File: src/rtl/crypt3_bin2ascii_serializer.sv
// Recovers the 7-bit characters from a crypt(3) PC1-layout key word and streams them
// out as ASCII bytes, stopping at the first NUL.
module crypt3_bin2ascii_serializer (
    input  logic        CLK,
    input  logic        reset_n,
    input  logic [63:0] din,
    input  logic        din_valid,
    output logic        din_ready,
    output logic [7:0]  dout,
    output logic        dout_valid,
    input  logic        dout_ready,
    output logic        dout_last,
    output logic [55:0] key56,
    output logic [3:0]  len,
    output logic        parity_err
);

    typedef enum logic {StIdle, StSend} state_t;

    state_t      state_q, state_d;
    logic [2:0]  index_q, index_d;
    logic [55:0] key_q;
    logic [3:0]  len_q;
    logic        perr_q;
    logic        alive_q;

    logic [55:0] dec_key;
    logic [3:0]  dec_len;
    logic        dec_perr;
    logic        accept;
    logic        last_byte;
    logic [5:0]  bit_base;
    logic [6:0]  cur_char;

    // Each input byte holds its character bit-reversed in bits 6..0; bit 7 is parity only.
    always_comb begin
        dec_key  = '0;
        dec_perr = 1'b0;
        for (int k = 0; k < 8; k++) begin
            dec_perr = dec_perr | din[8*k+7];
            for (int i = 0; i < 7; i++) begin
                dec_key[7*k+i] = din[8*k+6-i];
            end
        end
        // Scanning downward leaves the lowest NUL position in dec_len.
        dec_len = 4'd8;
        for (int k = 7; k >= 0; k--) begin
            if (dec_key[7*k +: 7] == 7'd0) begin
                dec_len = 4'(k);
            end
        end
    end

    assign bit_base  = 6'(index_q) * 6'd7;
    assign cur_char  = key_q[bit_base +: 7];
    assign last_byte = (len_q == 4'd0) || ({1'b0, index_q} == len_q - 4'd1);
    assign accept    = (state_q == StIdle) && alive_q && din_valid;

    always_comb begin
        state_d    = state_q;
        index_d    = index_q;
        din_ready  = 1'b0;
        dout_valid = 1'b0;
        dout       = 8'h00;
        dout_last  = 1'b0;
        unique case (state_q)
            StIdle: begin
                din_ready = alive_q;
                if (accept) begin
                    state_d = StSend;
                    index_d = 3'd0;
                end
            end
            StSend: begin
                dout_valid = 1'b1;
                dout       = {1'b0, cur_char};
                dout_last  = last_byte;
                if (dout_ready) begin
                    if (last_byte) begin
                        state_d = StIdle;
                    end else begin
                        index_d = index_q + 3'd1;
                    end
                end
            end
        endcase
    end

    always_ff @(posedge CLK or negedge reset_n) begin
        if (!reset_n) begin
            state_q <= StIdle;
            index_q <= 3'd0;
            key_q   <= '0;
            len_q   <= 4'd0;
            perr_q  <= 1'b0;
            alive_q <= 1'b0;
        end else begin
            state_q <= state_d;
            index_q <= index_d;
            alive_q <= 1'b1;
            if (accept) begin
                key_q  <= dec_key;
                len_q  <= dec_len;
                perr_q <= dec_perr;
            end
        end
    end

    assign key56      = key_q;
    assign len        = len_q;
    assign parity_err = perr_q;

endmodule

File: config.mk
export PLATFORM = sky130hd
export DESIGN_NAME = crypt3_bin2ascii_serializer
export DESIGN_NICKNAME = d
export VERILOG_FILES = /design/src/rtl/crypt3_bin2ascii_serializer.sv
export SDC_FILE = /design/constraint.sdc
export NUM_CORES = 1
export LEC_CHECK = 0
export BUFFER_PORTS_ARGS = -buffer_cell sky130_fd_sc_hd__buf_2
export CORE_ASPECT_RATIO = 1.4
export CORE_UTILIZATION = 40
export CTS_BUF_LIST = sky130_fd_sc_hd__clkbuf_8
export DETAILED_ROUTE_END_ITERATION = 16
export HOLD_SLACK_MARGIN = 0.06
export PLACE_DENSITY = 0.71
export SLEW_MARGIN = 20
export SYNTH_ARGS = -nofsm -noshare
export SYNTH_HDL_FRONTEND = slang
export SYNTH_SLANG_ARGS = --single-unit
File: constraint.sdc
create_clock -name CLK -period 3.06 [get_ports CLK]
set_input_delay 0.153 -clock CLK [delete_from_list [all_inputs] [get_ports CLK]]
set_output_delay 0.153 -clock CLK [all_outputs]
set_load 0.005 [all_outputs]
==> impl_metrics.toml <==
[floorplan]
core_area_um2 = 7890
die-area_um2 = 8640
die_h_um = 110
fp-row-count = 38
die_x_um = 78.9
io_pins = 140
initial_core_util_pct = 41.9

[timing]
rsz0062_at_grt = "no"
worstMarginPinSlew_ps = 843
fin_crit_ps = 2370
period_share_pct = 77.3
setup-tns-final_ps = 0
drv_slew = 0
max_freq_mhz = 423
fin_ws_ps = 693
slew_headroom_pct = 43.8
hold_viol_final = 0
setup_viol = 0
finClkSkew_ps = 4.20

[setup_path]
path_class = "reg2out"
r2r-end = "index_q[2]"
r2r_cells = 7
crit_path_end_kind = "output port"
crit_required_ps = 2910
crit_path_start_kind = "flop"
crit_arrival_ps = 2210
reg2reg_setup_slack_ps = 950
rr_startpoint = "len[0]"
cp_max_fo = 5

[routing]
viasPerCell = 5.11
wl_per_cell_um = 16.2
routed_wl_um = 10600
route.antenna.remaining_nets = 0
drt_iter0_drc = 222
drc = 0
via_count = 3350
first_pass_iters = 5

[power_and_ir_drop]
intPower_mw = 2.61
swShare_pct = 38.2
p_comb_share_pct = 45.1
p_leak_nw = 2.58
clock_power_share_pct = 15.9
ir_drop_mv = 0.458
power_switching_mw = 1.61
power_frac_seq_pct = 39.1
powerDensity_nw_per_um2 = 873

[placement]
gp_congestion = 0.853
hpwl_um = 7150
pre_cts_slack_ps = 957
io_buffers = 138

[synthesis]
synth.distinct_cells = 35
yosys-top-cells-area = "dfrtp_1 (50%), nand2_1 (20%), mux4_2 (9.5%), mux2i_1 (2.7%), nor4_1 (2.1%)"
syn_nets = 430
synth-async-reset-ratio_pct = 100
synth_cells = 360
post_synth.cell_area_avg_um2 = 9.19
yosysSeqAreaShare_pct = 49.9
netlist.area_leader.share_pct = 49.9
synth_ff_type = "dfrtp_1"
yosys_warnings = 0
synth_top_area_cell = "dfrtp_1"
ys_ff_latch = 66
syn_area_um2 = 3310
synth-edff-count = 0

[flow_run]
maxCapViolCount = 0

[global_routing]
grt_max_degree = 62
grt_usage_pct = 26.0
grt_pass1_wl_um = 16500
antenna_found_initial = 0
grt_pass1_vias = 3367
grt_overflow = 0

[clock_tree]
path_clk_slew_ps = 70
cts_buffer_depth = 2
post-cts-setup-buffers = 0
clock_sinks = 66
cts-htree-levels = 3
cts_resized = 0
clk_latency_ps = 340
numCtsBuffers = 9
cts_tree = "done"
cts_root_buf = "clkbuf_8"

[layout]
fillers = 663
layout_commonest_cell = "nand2_1"
layout-drive-gt1-share_pct = 31.5
final_nets = 621
utilization_pct = 61.4
diodes = 0
syn2layout_area_growth_pct = 46.5
mostFrequentLayoutCells = "nand2_1 (178), buf_2 (138), dfrtp_1 (66), dlygate4sd3_1 (57), mux4_2 (14)"

[hold_path]
hold_start = "din[63]"
worst_hold_path.endpoint = "parity_err"
min_path_type = "in2reg"
min_path_cells = 3

[status]
status = "finished clean"
[worst max-delay path by stage]
stage           start  cells after the start         end  slack (ps)
5_1_grt        len[0]                      7   dout_last         580
4_1_cts        len[0]                      7   dout_last         670
3_3_place_gp   len[0]                      7  index_q[2]        1080
3_5_place_dp   len[0]                      7  index_q[2]         960
2_1_floorplan  len[0]                      7  index_q[2]        1120
6_report       len[0]                      7   dout_last         690
[stage by stage]
| step | power (mW) | std cells | area [um2] | hold WS (ps) |
|---|---|---|---|---|
| 2_1_floorplan | 2.66 | 360 | 3310 | -143 |
| 3_3_place_gp | 3.45 | 583 | 4090 | 310 |
| 3_5_place_dp | 3.50 | 583 | 4090 | 321 |
| 4_1_cts | 4.24 | 656 | 4850 | 94.6 |
| 5_1_grt | 4.54 | 656 | 4850 | 122 |
| 6_report | 4.23 | 656 | 4850 | 112 |
[state kept, by name, summed over array words and instances, names as in the netlist]
register / flops
alive_q: 1
parity_err: 1
len: 4
state_q: 1
key56: 56
index_q: 3
[per-layer routing]
metal	wire length, um	share of wire (%)	GRT usage (%)
met1	3980	38	29.6
met2	5570	52	45.1
met3	574	5.4	5.23
met4	481	4.5	15.3
met5	0	0	0
[kinds of logic after synthesis]
family	after synthesis	synth area share (%)
and+or+nand+nor	223	29.1
DFF	66	49.9
buffers and inverters	25	3.06
muxes	23	12.3
AOI/OAI and AO/OA	17	4.12
adders and majority gates	2	0.756
other	2	0.227
xor gates and xnor gates	2	0.530
[cells in the mapped netlist, drive strengths merged (2+ instances only)]
cell,number
buf,4
dfrtp,66
nand4b,2
mux2i,9
and2,2
mux4,14
nor2,5
conb,2
nand2,178
nor2b,8
a21oi,4
inv,5
o21ai,2
nor4,11
nand3b,4
ha,2
a31oi,2
nand2b,2
or4,3
clkbuf,16
xnor2,2
nor3,6
[cell type report]
cell class              instances  area (um2)  share of cell area [%]
clock inverters                 4        17.5                   0.361
flip-flops and latches         66        1650                    34.1
repair buffers                200        1310                    27.1
inverters                       5        18.8                   0.387
multi-input cells             269        1560                    32.1
clock buffers                  12         165                    3.41
well taps                     100         125                    2.58
[timing repair]
action / in CTS / in global routing
hold endpoints to repair: 92 / 0
endpoints found under the setup margin: 0 / 0
hold buffers: 57 / 0
[worst max-delay path, stage by stage, from the launching register on]
cell	delay (ps)
dfrtp_1	430
inv_1	120
ha_1	250
or4b_1	480
o311ai_2	110
o311a_4	260
o21a_1	120
buf_2	100
[power by group through the flow]
stage          Clock, mW  Sequential [mW]  Combinational, mW
2_1_floorplan          0             1.57               1.09
3_3_place_gp           0             1.63               1.83
3_5_place_dp           0             1.65               1.86
4_1_cts            0.683             1.63               1.92
5_1_grt            0.723             1.70               2.12
6_report           0.670             1.65               1.91
No activity file was read; power rests on OpenSTA's default activity.
